===== config.mk =====
export PLATFORM = sky130hd
export DESIGN_NAME = pla_sel_monitor
export DESIGN_NICKNAME = d
export VERILOG_FILES = /design/src/rtl/pla_sel_monitor.sv
export SDC_FILE = /design/constraint.sdc
export NUM_CORES = 1
export LEC_CHECK = 0
export CAP_MARGIN = 20
export CORE_ASPECT_RATIO = 1.4
export CORE_UTILIZATION = 51
export DETAILED_ROUTE_END_ITERATION = 6
export DONT_BUFFER_PORTS = 1
export PLACE_DENSITY = 0.64
export SLEW_MARGIN = 20
export SYNTH_ARGS = -nofsm -noshare
export SYNTH_HDL_FRONTEND = slang
export SYNTH_SLANG_ARGS = --single-unit

===== constraint.sdc =====
create_clock -name clk_i -period 4.65 [get_ports clk_i]
set_clock_uncertainty 0.1 [all_clocks]
set_input_delay 0.93 -clock clk_i [delete_from_list [all_inputs] [get_ports clk_i]]
set_output_delay 0.93 -clock clk_i [all_outputs]
set_load 0.02 [all_outputs]

===== src/rtl/pla_sel_monitor.sv =====
// Monitors the PLA's delayed active-low chip selects in the clk_i domain:
// counts runt pulses and decode-conflict episodes and captures the first fault.
module pla_sel_monitor #(
    parameter int SYNC_STAGES   = 2,
    parameter int MIN_PULSE     = 4,
    parameter int CW            = 16,
    parameter int FREEZE_ON_ERR = 1
) (
    input  logic          clk_i,
    input  logic          rst_i,
    input  logic          en_i,
    input  logic          clr_i,
    input  logic [7:0]    sel_n_i,
    output logic [CW-1:0] glitch_cnt_o,
    output logic [CW-1:0] conflict_cnt_o,
    output logic          err_o,
    output logic [1:0]    err_type_o,
    output logic [7:0]    err_vec_o,
    output logic [1:0]    state_o
);
    localparam int            WW       = $clog2(MIN_PULSE + 1);
    localparam logic [7:0]    ROM_MASK = 8'h77;
    localparam logic [CW-1:0] CNT_MAX  = '1;

    typedef enum logic [1:0] {IDLE = 2'b00, RUN = 2'b01, HALT = 2'b10} state_t;

    logic [SYNC_STAGES-1:0][7:0] sync_q, sync_d;
    logic [7:0]                  sel_p_q, sel_p_d;
    logic [7:0][WW-1:0]          w_q, w_d;
    logic [7:0]                  glt_q, glt_d;
    logic                        multi_q, multi_d, ramrom_q, ramrom_d;
    logic                        conf_p_q, conf_p_d, was_run_q, was_run_d;
    logic [7:0]                  vec_q, vec_d;
    state_t                      state_q, state_d;
    logic [CW-1:0]               glitch_cnt_q, glitch_cnt_d, conflict_cnt_q, conflict_cnt_d;
    logic                        err_q, err_d;
    logic [1:0]                  err_type_q, err_type_d;
    logic [7:0]                  err_vec_q, err_vec_d;

    logic [7:0]  sel_s, rom_lo;
    logic [3:0]  glt_n;
    logic [CW:0] gsum;
    logic        conf_start, fault;

    always_comb begin
        sync_d[0] = sel_n_i;
        for (int k = 1; k < SYNC_STAGES; k++) sync_d[k] = sync_q[k-1];
        sel_s   = sync_q[SYNC_STAGES-1];
        sel_p_d = sel_s;

        // Detection stage: width tracking, runt edges and conflict levels,
        // registered once before the counters see them.
        for (int i = 0; i < 8; i++) begin
            if (sel_s[i])                     w_d[i] = '0;
            else if (w_q[i] == WW'(MIN_PULSE)) w_d[i] = w_q[i];
            else                               w_d[i] = w_q[i] + WW'(1);
            glt_d[i] = ~sel_p_q[i] & sel_s[i] & (w_q[i] < WW'(MIN_PULSE));
        end
        rom_lo    = ~sel_s & ROM_MASK;
        multi_d   = |(rom_lo & (rom_lo - 8'd1));
        ramrom_d  = ~sel_s[7] & (|rom_lo);
        conf_p_d  = multi_q | ramrom_q;
        // AND with the previous sample so a runt's own line still shows low.
        vec_d     = sel_s & sel_p_q;
        was_run_d = (state_q == RUN);

        glt_n = '0;
        for (int i = 0; i < 8; i++) glt_n = glt_n + 4'(glt_q[i]);
        gsum       = {1'b0, glitch_cnt_q} + (CW+1)'(glt_n);
        // An already-active conflict is a new episode on the first RUN cycle.
        conf_start = (multi_q | ramrom_q) & (~conf_p_q | ~was_run_q);
        fault      = ~err_q & ((|glt_q) | conf_start);

        state_d        = state_q;
        glitch_cnt_d   = glitch_cnt_q;
        conflict_cnt_d = conflict_cnt_q;
        err_d          = err_q;
        err_type_d     = err_type_q;
        err_vec_d      = err_vec_q;

        if (clr_i) begin
            glitch_cnt_d   = '0;
            conflict_cnt_d = '0;
            err_d          = 1'b0;
            err_type_d     = 2'b00;
            err_vec_d      = 8'hFF;
            state_d        = en_i ? RUN : IDLE;
        end else begin
            case (state_q)
                IDLE: if (en_i) state_d = RUN;
                RUN: begin
                    glitch_cnt_d = (gsum > {1'b0, CNT_MAX}) ? CNT_MAX : gsum[CW-1:0];
                    if (conf_start && conflict_cnt_q != CNT_MAX)
                        conflict_cnt_d = conflict_cnt_q + CW'(1);
                    if (fault) begin
                        err_d     = 1'b1;
                        err_vec_d = vec_q;
                        if (conf_start && ramrom_q)     err_type_d = 2'b11;
                        else if (conf_start && multi_q) err_type_d = 2'b10;
                        else                            err_type_d = 2'b01;
                    end
                    if (fault && FREEZE_ON_ERR != 0) state_d = HALT;
                    else if (!en_i)                  state_d = IDLE;
                end
                default: ;
            endcase
        end
    end

    always_ff @(posedge clk_i) begin
        if (rst_i) begin
            sync_q         <= '1;
            sel_p_q        <= '1;
            w_q            <= '0;
            glt_q          <= '0;
            multi_q        <= 1'b0;
            ramrom_q       <= 1'b0;
            conf_p_q       <= 1'b0;
            was_run_q      <= 1'b0;
            vec_q          <= 8'hFF;
            state_q        <= IDLE;
            glitch_cnt_q   <= '0;
            conflict_cnt_q <= '0;
            err_q          <= 1'b0;
            err_type_q     <= 2'b00;
            err_vec_q      <= 8'hFF;
        end else begin
            sync_q         <= sync_d;
            sel_p_q        <= sel_p_d;
            w_q            <= w_d;
            glt_q          <= glt_d;
            multi_q        <= multi_d;
            ramrom_q       <= ramrom_d;
            conf_p_q       <= conf_p_d;
            was_run_q      <= was_run_d;
            vec_q          <= vec_d;
            state_q        <= state_d;
            glitch_cnt_q   <= glitch_cnt_d;
            conflict_cnt_q <= conflict_cnt_d;
            err_q          <= err_d;
            err_type_q     <= err_type_d;
            err_vec_q      <= err_vec_d;
        end
    end

    assign glitch_cnt_o   = glitch_cnt_q;
    assign conflict_cnt_o = conflict_cnt_q;
    assign err_o          = err_q;
    assign err_type_o     = err_type_q;
    assign err_vec_o      = err_vec_q;
    assign state_o        = state_q;
endmodule


Word level (Yosys, flattened, before mapping)
Index checks and enable logic that the tools add are counted.

cells by class
  $add $sub $neg = 18
  multiply operators = 0
  divide/modulo/power cells = 0
  $lt $le $gt $ge = 9
  equal/unequal tests = 12
  shift-type cells = 0
  multiplexer cells = 9
  bitwise gates (word level) = 37
  reduce and logical (&&, ||, !) cells = 20

operator list
  operator                                                                           count
  3-bit by 1-bit adder with 3-bit output, second input constant                      8
  3-bit equality test, second input constant                                         8
  3-bit < comparator, second input constant                                          8
  1-bit AND                                                                          19
  2-bit OR reduction                                                                 9
  16-bit by 4-bit adder with 17-bit output                                           1
  17-bit by 16-bit greater-than comparator with 1-bit output, second input constant  1
  16-bit by 1-bit adder with 16-bit output, second input constant                    1
  4-bit by 1-bit adder with 4-bit output                                             4
  16-bit two-way mux                                                                 1
  16-bit != test, second input constant                                              1
  8-bit OR reduction                                                                 2
  2-bit two-way mux                                                                  6
  1-bit inverter                                                                     12
  7-bit by 8-bit AND with 8-bit output                                               1
  8-bit AND                                                                          1
  7-bit by 1-bit subtractor with 8-bit output, second input constant                 1
  7-bit inverter                                                                     1
  6-bit OR reduction                                                                 1
  3-bit by 1-bit adder with 4-bit output                                             1
  4-bit by 3-bit != test with 1-bit output, second input constant                    1
  2-bit one-hot mux with 2 select lines                                              1
  2-bit AND reduction                                                                2
  2-bit by 1-bit adder with 3-bit output                                             1
  other kinds (9)                                                                    13

word-level totals
  flip-flop bits (word level) = 113
  latch bits = 0
  bits in writable memories = 0
  ROM bits = 0
  input bits = 12
  output and inout bits = 45
  logic and storage cells = 128
  memories = 0

Longest topological paths before layout
Gate-level depths: netlist (run 1).

  depth in word-level cells = 10
  depth in mapped cells = 13
  mapped depth without buffers = 12

Worst setup path before layout (run 1)
OpenSTA, ideal clock, no wires.

  kind = reg-to-reg
  from = register glitch_cnt_q[0], in the netlist glitch_cnt_o[0]
  to = register glitch_cnt_q[10], in the netlist glitch_cnt_o[10]
  setup time = 71 ps
  data arrival time = 3,787 ps
  required time = 4,479 ps
  slack = 692 ps
  cell stages (with the launch flop) = 13
  path buffers = 1
  period minus slack after synthesis = 3,958 ps
  path through = dfxtp_1 > fa_1 > inv_1 > fa_1 > fa_1 > fa_1 > fa_1 > nand2b_1 > a21oi_1 > nand3_1 > or2_1 > clkbuf_1 > a21oi_1

between the ends
  cells in the longest elaborated chain, start to end = 3

RTL lines
  item                                                        line  text
  start: declaration                                          35    logic [CW-1:0] glitch_cnt_q, glitch_cnt_d, conflict_cnt_q, conflict_cnt_d;
  start signal: assignment                                    138   glitch_cnt_q <= glitch_cnt_d;
  16-bit by 4-bit adder with 17-bit output (*)                69    gsum = {1'b0, glitch_cnt_q} + (CW+1)'(glt_n);
  17-bit by 16-bit greater-than comparator with 1-bit output  92    glitch_cnt_d = (gsum > {1'b0, CNT_MAX}) ? CNT_MAX : gsum[CW-1:0];
  16-bit two-way mux (*)                                      92

Mark *: on every way between the ends. The rest lies on a longest branch, timed or not.
A chain may end at the register's enable or synchronous reset.

Worst setup path in the final report (run 1)
  from = register glitch_cnt_q[0], in the netlist glitch_cnt_o[0]
  to = register glitch_cnt_q[1], in the netlist glitch_cnt_o[1]

Same word-level chain as after synthesis.

==> out/results.tsv, run 1 <==
stage	metric	value	unit
sta	max_slew headroom	26.4	%
sta	RSZ-0062 raised after global routing	false	
sta	endpoints failing setup	0	
die	DIE HEIGHT	115	µm
hold_path	Hold WC Path Type	reg2reg	
worst_setup_path	Worst EP arrival	4.47	ns
sta	part of the cycle the worst path needs	91.3	%
worst_setup_path	crit-path cells	fa_1, inv_1, fa_1, fa_1, fa_1, fa_1, nand2b_1, a21oi_1, nand3_1, or2_1, a21oi_1	
route	drt drc	0	
grt	vias in the first global route	3224	
sta	slew at the pin with the worst max-slew slack	1.09	ns
yosys	asr flop ratio synth	0	%
power_and_ir_drop	Peak VDD IR	0.000315	V
grt	largest net degree at the start of global routing	47	
layout	nets	542	
cts	clock buffers created by TritonCTS	17	
cts	Hold-fix buffers, CTS	0	
sta	endpoints failing hold	0	
yosys	most common cell in the netlist	dfxtp_1	
cts	Clock Path Buffers	2	
route	met1 WL	3.58	mm
sta	Slew Limit Fails	0	
layout	Core Util, Final	60.7	%
die	DIE AREA	9480	µm²
power_and_ir_drop	switching share of power	19.8	%
yosys	register area share after synthesis	48.8	%
power_and_ir_drop	Seq pwr share	43.9	%
cts	PostCTS Resize Cnt	0	
cts	Post-CTS Setup Bufs	0	
worst_setup_path	CP max FO	12	
cts	clk_lat worst skew	0.41	ns
route	Routed Antenna Nets	0	
route	Max Used Layer	met4	
die	I/O pins	57	
worst_setup_path	CP required	4.87	ns
worst_setup_path	crit path from	glitch_cnt_o[0]	
yosys	area leader, netlist	dfxtp_1	
route	DRT Pass-1 Iters	6	
route	Iteration-0 DRC Markers	127	
yosys	Syn Area/Cell	9.34	µm²
grt	initial antenna violation count	0	
yosys	Synth area leaders	dfxtp_1 49%, ha_1 6.2%, nor2_1 4.2%, nand2_1 3.8%, or2_2 3.6%	
layout	ant diodes	0	
cts	Worst-path clk slew	0.05	ns
die	FP Rows	40	
yosys	synthesis warning total	0	
hold_path	worst hold start	sync_d[9]	
layout	Most flops, register	w_q	
yosys	Syn Std Cell Area	4630	µm²
sta	Setup TNS	0	ns
power_and_ir_drop	clock power share	53.7	%
worst_setup_path	crit end category	flip-flop	
placement	Placed Cells	588	
power_and_ir_drop	Power Internal	0.00183	W
die	Starting Density	53.2	%
power_and_ir_drop	combinational fraction of design power	2.4	%
yosys	number of synthesized flops with an enable pin	0	
yosys	synthesized flop and latch total	113	
worst_setup_path	CP Launch Type	flip-flop	
route	met2 WL	4.32	mm
power_and_ir_drop	Sw Pwr	0.000452	W
placement	routability cong.	0.765	
yosys	top-area cell type share of the netlist area	48.8	%
layout	share of layout cells above drive strength 1	11.9	%
route	wire length per cell	13.8	µm
power_and_ir_drop	Leak Pwr	1.85	nW
grt	first-pass GRT wire length	14.0	mm
sta	min Tclk post-route	4.24	ns
worst_setup_path	CP max-delay cell	fa_1	
layout	max reg flops	24	
power_and_ir_drop	pwr dens	432	nW/µm²
yosys	net count after synthesis	536	
worst_setup_path	max incr delay on CP	0.57	ns
route	Vias/cell	5.40	
route	met3 routed WL	473	µm
route	DRT Wirelength	8.53	mm
die	Die W	82.6	µm
yosys	Mapped Cells	496	
layout	final cell count without fillers	619	
cts	htree depth	4	
placement	IO Port Bufs	0	
run	maxcap violations	0	
placement	dpl hpwl	6.09	mm
status	run status	finished clean	
worst_setup_path	Critical R2R Launch	glitch_cnt_o[0]	
cts	Clock Sinks	113	
worst_setup_path	Setup Crit Path Kind	reg2reg	
yosys	dominant synthesized flop cell	dfxtp_1	
die	CORE AREA	8710	µm²
sta	Max Fclk	236	MHz
yosys	Synth cell types	51	
yosys	Synth top cells by count	113 x dfxtp_1, 52 x nor2_1, 47 x nand2_1, 30 x a21oi_1, 30 x inv_1	
worst_setup_path	most used cell along the critical path	fa_1	
grt	Overflow after GRT	0	
sta	Worst Hold Slack	0.307	ns
grt	GR Util All Layers	19.8	%
cts	CTS root buffer	clkbuf_16	
route	Vias	3344	
cts	CTS tree	yes	
layout	Layout area overhead	14.2	%
[logic make-up (layout without fill, tap and decap cells)]
logic type / count (synthesis) / after routing / share of synthesized area (%)
DFF: 113 / 113 / 48.8
muxes: 9 / 9 / 1.94
buffers and inverters: 44 / 62 / 3.62
AOI/OAI and AO/OA: 71 / 71 / 9.83
and+or+nand+nor: 205 / 205 / 22.5
xor gates and xnor gates: 25 / 25 / 4.73
adders and majority gates: 29 / 29 / 8.59
[stage by stage]
stage          area [µm²]  setup slack, ns  power (W)
6_report             5290            0.407    0.00229
5_1_grt              5290            0.197    0.00237
4_1_cts              5290            0.388    0.00231
3_5_place_dp         4720            0.415    0.00108
3_3_place_gp         4720            0.520    0.00108
2_1_floorplan        4630            0.692    0.00107
[routing by layer]
layer | up-vias | GRT usage, %
met1 | 1554 | 19.6
met4 | 0 | 9.20
met3 | 11 | 8.49
met2 | 75 | 34.8
li1 | 1704 | -
met5 | - | 0
[power by group through the flow]
stage	Clock (W)	Sequential [W]	Combinational, W
after CTS	0.00125	0.00100	0.0000562
final	0.00123	0.00100	0.0000550
after floorplan	0	0.00102	0.0000490
after global routing	0.00130	0.00100	0.0000630
after global placement	0	0.00102	0.0000547
after detailed placement	0	0.00102	0.0000560
[cell type report]
class,instances,area [µm²]
fill,760,3420
sequential,113,2260
multi-input combinational,339,2210
clock buffer,25,485
tap,105,131
inverter,30,113
clock inverter,6,80.1
timing repair buffer,1,7.51
[cells in the final DEF, fill, tap and decap left out, drive strengths merged, types with 2 or more instances in the layout]
master,n
a211oi,3
a21o,9
a21oi,30
a311oi,3
a31oi,2
and2,3
and3,3
and4,3
bufinv,2
clkbuf,25
clkinv,4
dfxtp,113
fa,5
ha,23
inv,30
mux2i,9
nand2,48
nand2b,2
nand3,18
nand4,6
nor2,52
nor2b,2
nor3,15
nor3b,2
nor4,6
nor4b,9
o211ai,4
o21a,2
o21ai,9
or2,29
or4,4
xnor2,17
xor2,8
[final timing paths]
kind / to / slack, ns / cells after the start
worst min register to register: sel_p_d[1] / 0.31 / 1
worst min-delay path: sel_p_d[1] / 0.31 / 1
worst max register to register: glitch_cnt_o[1] / 0.41 / 11
worst max-delay path: glitch_cnt_o[1] / 0.41 / 11
[critical path: cells and delay by family (launching register included)]
kind | cells | cell delay, ns
simple gates | 3 | 0.73
fa+ha+maj | 5 | 2.31
compound gates | 2 | 0.57
buf+inv | 1 | 0.05
flops | 1 | 0.41
No activity file was read; power rests on OpenSTA's default activity.
==> run 2: changes to the inputs <==
--- a/config.mk
+++ b/config.mk
@@ -7,6 +7,7 @@
 export LEC_CHECK = 0
 export CAP_MARGIN = 20
 export CORE_ASPECT_RATIO = 1.4
+export CORE_MARGIN = 4
 export CORE_UTILIZATION = 51
 export DETAILED_ROUTE_END_ITERATION = 6
 export DONT_BUFFER_PORTS = 1
==> run 2 against run 1 <==
  * Non-clock buffer count increased by 1
  * Design area grew 1.1%
  * Cell count grew 0.32%
  * Sequential cell count stayed put
  * Critical path depth rose by 1
  * Clock power is 7% higher
  * Sequential power about the same
  * Total power rose by 4.1%
  * Combinational power up 2%
  * Die area rose by 13%
  * Highest routed layer unchanged
  * Count of clock-buffer cells in the layout shrank 5
==> out/results.tsv, run 2 (synthesis results as in run 1) <==
stage	metric	value	unit	change
power_and_ir_drop	Leak Pwr	1.87	nW	was 1.85 nW
worst_setup_path	CP bufs+invs	2		was 1
worst_setup_path	kind of cell adding the most delay to the critical path	adder cells		unchanged
die	I/O pins	57		unchanged
layout	area of the multi-input gates	2210	µm²	unchanged
layout	nets	543		was 542
layout	max reg flops	24		unchanged
sta	endpoints failing hold	0		unchanged
cts	Clock Path Buffers	2		unchanged
grt	largest net degree at the start of global routing	47		unchanged
worst_setup_path	crit path from	glitch_cnt_o[0]		unchanged
route	drt drc	0		unchanged
grt	Overflow after GRT	0		unchanged
cts	clk_lat worst skew	0.41	ns	about the same
worst_setup_path	reg-to-reg endpoint	glitch_cnt_o[1]		unchanged
sta	Slew Limit Fails	0		unchanged
cts	Post-CTS Setup Bufs	0		unchanged
sta	RSZ-0062 raised after global routing	false		unchanged
worst_setup_path	most used cell along the critical path	fa_1		unchanged
route	Vias	3408		was 3344
layout	ant diodes	0		unchanged
worst_setup_path	Worst EP arrival	4.32	ns	was 4.47 ns
route	Routed Antenna Nets	0		unchanged
worst_setup_path	CP required	4.88	ns	was 4.87 ns
sta	Max Fclk	244	MHz	was 236 MHz
sta	setup ws final	0.560	ns	was 0.407 ns
placement	worst setup slack after placement	0.555	ns	was 0.415 ns
layout	Layout area overhead	15.4	%	was 14.2%
route	DRT Pass-1 Iters	4		was 6
route	Vias/cell	5.49		was 5.40
placement	IO Port Bufs	0		unchanged
run	maxcap violations	0		unchanged
layout	most frequent cells in the layout	113 x dfxtp_1, 52 x nor2_1, 47 x nand2_1		unchanged
cts	PostCTS Resize Cnt	0		unchanged
worst_setup_path	Setup Crit Path Kind	reg2reg		unchanged
cts	Clock Sinks	113		unchanged
cts	htree depth	4		unchanged
sta	Setup TNS	0	ns	unchanged
cts	Hold-fix buffers, CTS	0		unchanged
sta	part of the cycle the worst path needs	88.0	%	was 91.3%
layout	final cell count without fillers	621		was 619
grt	GR Util All Layers	18.5	%	was 19.8%
sta	min Tclk post-route	4.09	ns	was 4.24 ns
power_and_ir_drop	pwr dens	445	nW/µm²	was 432 nW/µm²
die	FP Rows	40		unchanged
layout	share of layout cells above drive strength 1	13.0	%	was 11.9%
worst_setup_path	WP depth	12		was 11
cts	CTS root buffer	clkbuf_16		unchanged
worst_setup_path	CP Launch Type	flip-flop		unchanged
layout	Most flops, register	w_q		unchanged
route	Iteration-0 DRC Markers	114		was 127
worst_setup_path	r2r setup slk	0.56	ns	was 0.41 ns
grt	first-pass GRT wire length	15.5	mm	was 14.0 mm
die	DIE HEIGHT	121	µm	was 115 µm
grt	initial antenna violation count	0		unchanged
status	run status	finished clean		unchanged
power_and_ir_drop	Peak VDD IR	0.000305	V	was 0.000315 V
worst_setup_path	CP max FO	12		unchanged
grt	vias in the first global route	3428		was 3224
worst_setup_path	Critical R2R Launch	glitch_cnt_o[0]		unchanged
layout	# fillers	736		was 760
worst_setup_path	crit-path cells	fa_1, inv_1, fa_1, fa_1, fa_1, fa_1, nand2b_1, a21oi_1, buf_4, nand3_1, or2_1, a21oi_1		was fa_1, inv_1, fa_1, fa_1, fa_1, fa_1, nand2b_1, a21oi_1, nand3_1, or2_1, a21oi_1
hold_path	Hold WC Path Type	reg2reg		unchanged
die	DIE AREA	10700	µm²	was 9480 µm²
sta	slew at the pin with the worst max-slew slack	1.02	ns	was 1.09 ns
placement	Placed Cells	589		was 588
placement	routability cong.	0.830		was 0.765
die	CORE AREA	8710	µm²	unchanged
cts	Worst-path clk slew	0.05	ns	about the same
die	Die W	88.6	µm	was 82.6 µm
worst_setup_path	crit end category	flip-flop		unchanged
worst_setup_path	CP endpoint	glitch_cnt_o[1]		unchanged
layout	commonest non-fill, non-tap cell in the layout	dfxtp_1		unchanged
placement	dpl hpwl	6.32	mm	was 6.09 mm
worst_setup_path	Register-to-Register Path Depth	12		was 11
sta	endpoints failing setup	0		unchanged
die	Starting Density	53.2	%	unchanged
route	DRT Wirelength	8.93	mm	was 8.53 mm
route	wire length per cell	14.4	µm	was 13.8 µm
sta	max_slew headroom	31.8	%	was 26.4%
cts	clock buffers created by TritonCTS	17		unchanged
worst_setup_path	CP max-delay cell	fa_1		unchanged
layout	storage element area	2260	µm²	unchanged
cts	CTS tree	yes		unchanged
worst_setup_path	max incr delay on CP	0.57	ns	about the same
[run 2: power breakdown]
group	leakage [nW]	total [W]	internal, W	switching (W)
Sequential	0.918	0.00100	0.000987	0.0000149
Combinational	0.661	0.0000562	0.0000247	0.0000315
Clock	0.293	0.00132	0.000872	0.000449
[run 2: layout make-up]
| class | instances | share of cell area (%) |
|---|---|---|
| Clock buffer | 20 | 8.54 |
| Clock inverter | 12 | 2.95 |
| Inverter | 30 | 2.11 |
| Multi-Input combinational cell | 339 | 41.3 |
| Sequential cell | 113 | 42.3 |
| Tap cell | 105 | 2.46 |
| Timing Repair Buffer | 2 | 0.281 |
[run 2: stage by stage]
stage | utilization, % | cell area, µm² | total power, W | hold WS [ns]
global placement | 54.3 | 4730 | 0.00108 | 0.291
CTS | 61.4 | 5350 | 0.00240 | 0.306
global route | 61.4 | 5350 | 0.00246 | 0.331
detailed placement | 54.3 | 4730 | 0.00108 | 0.294
floorplan | - | 4630 | 0.00107 | 0.289
finish | 61.4 | 5350 | 0.00238 | 0.305
[run 2: per-layer routing]
| layer | vias to the layer above | share of wire (%) | GRT usage [%] |
|---|---|---|---|
| met3 | 14 | 6.5 | 6.54 |
| met5 | - | 0 | 0 |
| met4 | 0 | 1.7 | 7.94 |
| met1 | 1605 | 42 | 20.9 |
| met2 | 75 | 50 | 31.1 |
| li1 | 1714 | - | - |
[run 2: worst min-delay path by stage]
stage | depth (start not counted) | to | slack [ns] | startpoint
after CTS | 1 | sel_p_d[2] | 0.31 | sync_d[10]
after global routing | 1 | sel_p_d[3] | 0.33 | sync_d[11]
final | 1 | sel_p_d[2] | 0.31 | sync_d[10]
after detailed placement | 1 | sel_p_d[2] | 0.29 | sync_d[10]
after global placement | 1 | sel_p_d[0] | 0.29 | sync_d[8]
after floorplan | 1 | sel_p_d[0] | 0.29 | sync_d[8]
==> run 3: changes to the inputs <==
--- a/config.mk
+++ b/config.mk
@@ -11,6 +11,7 @@
 export CORE_UTILIZATION = 51
 export DETAILED_ROUTE_END_ITERATION = 6
 export DONT_BUFFER_PORTS = 1
+export MAX_ROUTING_LAYER = met4
 export PLACE_DENSITY = 0.64
 export SLEW_MARGIN = 20
 export SYNTH_ARGS = -nofsm -noshare
==> run 3 against run 2 <==
  * Design area unchanged
  * Combinational power about the same
  * Via count increased by 0.23%
  * Utilization unchanged
  * Total power about the same
  * Critical path type unchanged
  * Critical endpoint unchanged
==> out/results.tsv, run 3 (synthesis results as in run 1) <==
stage	metric	value	unit	change
status	run status	finished clean		unchanged
run	maxcap violations	0		unchanged
route	wire length per cell	14.4	µm	about the same
route	Vias	3416		was 3408
cts	clock buffers created by TritonCTS	17		unchanged
route	DRT Wirelength	8.95	mm	was 8.93 mm
route	Vias/cell	5.50		was 5.49
worst_setup_path	CP max FO	12		unchanged
die	Starting Density	53.2	%	unchanged
placement	routability cong.	0.843		was 0.830
hold_path	hold path cells	1		unchanged
cts	htree depth	4		unchanged
layout	Layout area overhead	15.4	%	unchanged
sta	max_slew headroom	32.8	%	was 31.8%
sta	slew at the pin with the worst max-slew slack	1.01	ns	was 1.02 ns
worst_setup_path	CP required	4.88	ns	about the same
cts	Post-CTS Setup Bufs	0		unchanged
die	DIE HEIGHT	121	µm	unchanged
grt	GR Util All Layers	19.0	%	was 18.5%
sta	part of the cycle the worst path needs	87.9	%	was 88.0%
die	CORE AREA	8710	µm²	unchanged
cts	Worst-path clk slew	0.05	ns	about the same
sta	RSZ-0062 raised after global routing	false		unchanged
die	I/O pins	57		unchanged
placement	IO Port Bufs	0		unchanged
grt	largest net degree at the start of global routing	47		unchanged
worst_setup_path	Critical R2R Launch	glitch_cnt_o[0]		unchanged
layout	max reg flops	24		unchanged
layout	area of the multi-input gates	2210	µm²	unchanged
die	Die W	88.6	µm	unchanged
route	Iteration-0 DRC Markers	116		was 114
placement	placed cell area	4730	µm²	unchanged
sta	endpoints failing setup	0		unchanged
die	FP Rows	40		unchanged
worst_setup_path	Setup Crit Path Kind	reg2reg		unchanged
route	Max Used Layer	met4		unchanged
power_and_ir_drop	Peak VDD IR	0.000308	V	was 0.000305 V
hold_path	worst hold start	sync_d[10]		unchanged
worst_setup_path	crit end category	flip-flop		unchanged
route	met1 WL	3.69	mm	was 3.72 mm
route	DRT Pass-1 Iters	4		unchanged
route	Routed Antenna Nets	0		unchanged
route	met3 routed WL	587	µm	was 576 µm
power_and_ir_drop	Leak Pwr	1.87	nW	unchanged
layout	share of layout cells above drive strength 1	13.0	%	unchanged
cts	PostCTS Resize Cnt	0		unchanged
grt	Overflow after GRT	0		unchanged
layout	storage element area	2260	µm²	unchanged
layout	# fillers	736		unchanged
layout	most frequent cells in the layout	113 x dfxtp_1, 52 x nor2_1, 47 x nand2_1		unchanged
route	drt drc	0		unchanged
cts	CTS root buffer	clkbuf_16		unchanged
worst_setup_path	CP Launch Type	flip-flop		unchanged
power_and_ir_drop	pwr dens	445	nW/µm²	about the same
hold_path	Hold WC Path Type	reg2reg		unchanged
layout	ant diodes	0		unchanged
layout	nets	543		unchanged
grt	first-pass GRT wire length	15.5	mm	about the same
hold_path	Hold Path End	sel_p_d[2]		unchanged
sta	endpoints failing hold	0		unchanged
grt	vias in the first global route	3434		was 3428
worst_setup_path	reg-to-reg endpoint	glitch_cnt_o[1]		unchanged
placement	dpl hpwl	6.32	mm	unchanged
layout	fin area	5350	µm²	unchanged
worst_setup_path	Register-to-Register Path Depth	12		unchanged
sta	min Tclk post-route	4.09	ns	about the same
die	DIE AREA	10700	µm²	unchanged
grt	initial antenna violation count	0		unchanged
cts	Clock Path Buffers	2		unchanged
worst_setup_path	r2r setup slk	0.56	ns	about the same
cts	Hold-fix buffers, CTS	0		unchanged
worst_setup_path	Worst EP arrival	4.32	ns	about the same
sta	Max Fclk	245	MHz	was 244 MHz
cts	CTS tree	yes		unchanged
cts	Clock Sinks	113		unchanged
sta	Slew Limit Fails	0		unchanged
route	met2 WL	4.52	mm	was 4.48 mm
layout	Most flops, register	w_q		unchanged
sta	Setup TNS	0	ns	unchanged
cts	clk_lat worst skew	0.41	ns	about the same
layout	commonest non-fill, non-tap cell in the layout	dfxtp_1		unchanged
[run 3: cell counts in the layout (fill, tap and decap cells not counted)]
No cell type changed its count.
[run 3: worst max-delay path: stages, from the launching register on]
cell,delay (ns)
dfxtp_1,0.41
fa_1,0.57
inv_1,0.05
fa_1,0.50
fa_1,0.43
fa_1,0.41
fa_1,0.41
nand2b_1,0.16
a21oi_1,0.12
buf_4,0.15
nand3_1,0.09
or2_1,0.42
a21oi_1,0.19
[run 3: per-layer routing]
metal  track usage [%]  vias to the layer above
li1                  -                     1715
met1              20.8                     1609
met2              31.2                       77
met3              6.54                       15
met4              7.94                        0
met5                 -                        -
[run 3: final cells by class]
| type | count | area share [%] |
|---|---|---|
| Timing Repair Buffer | 2 | 0.281 |
| Multi-Input combinational cell | 339 | 41.3 |
| Clock buffer | 20 | 8.54 |
| Sequential cell | 113 | 42.3 |
| Clock inverter | 12 | 2.95 |
| Inverter | 30 | 2.11 |
| Tap cell | 105 | 2.46 |
[run 3: worst max-delay path by stage]
stage,startpoint,endpoint,slack (ns),cells past startpoint
5_1_grt,glitch_cnt_o[0],glitch_cnt_o[1],0.33,12
2_1_floorplan,glitch_cnt_o[0],glitch_cnt_o[10],0.69,12
6_report,glitch_cnt_o[0],glitch_cnt_o[1],0.56,12
3_5_place_dp,glitch_cnt_o[0],glitch_cnt_o[9],0.56,12
3_3_place_gp,glitch_cnt_o[0],glitch_cnt_o[7],0.65,12
4_1_cts,glitch_cnt_o[0],glitch_cnt_o[9],0.54,12
[run 3: power breakdown]
group	switching, W	internal, W	total [W]
clock	0.000449	0.000871	0.00132
combinational	0.0000315	0.0000246	0.0000562
sequential	0.0000149	0.000987	0.00100
total	0.000496	0.00188	0.00238
[run 3: metrics by stage]
stage / total power (W) / utilization (%) / hold slack (ns) / std cells / setup slack (ns)
detailed placement: 0.00108 / 54.3 / 0.294 / 589 / 0.555
finish: 0.00238 / 61.4 / 0.305 / 621 / 0.562
floorplan: 0.00107 / - / 0.289 / 496 / 0.692
CTS: 0.00240 / 61.4 / 0.306 / 621 / 0.542
global placement: 0.00108 / 54.3 / 0.291 / 589 / 0.648
global route: 0.00246 / 61.4 / 0.331 / 621 / 0.325
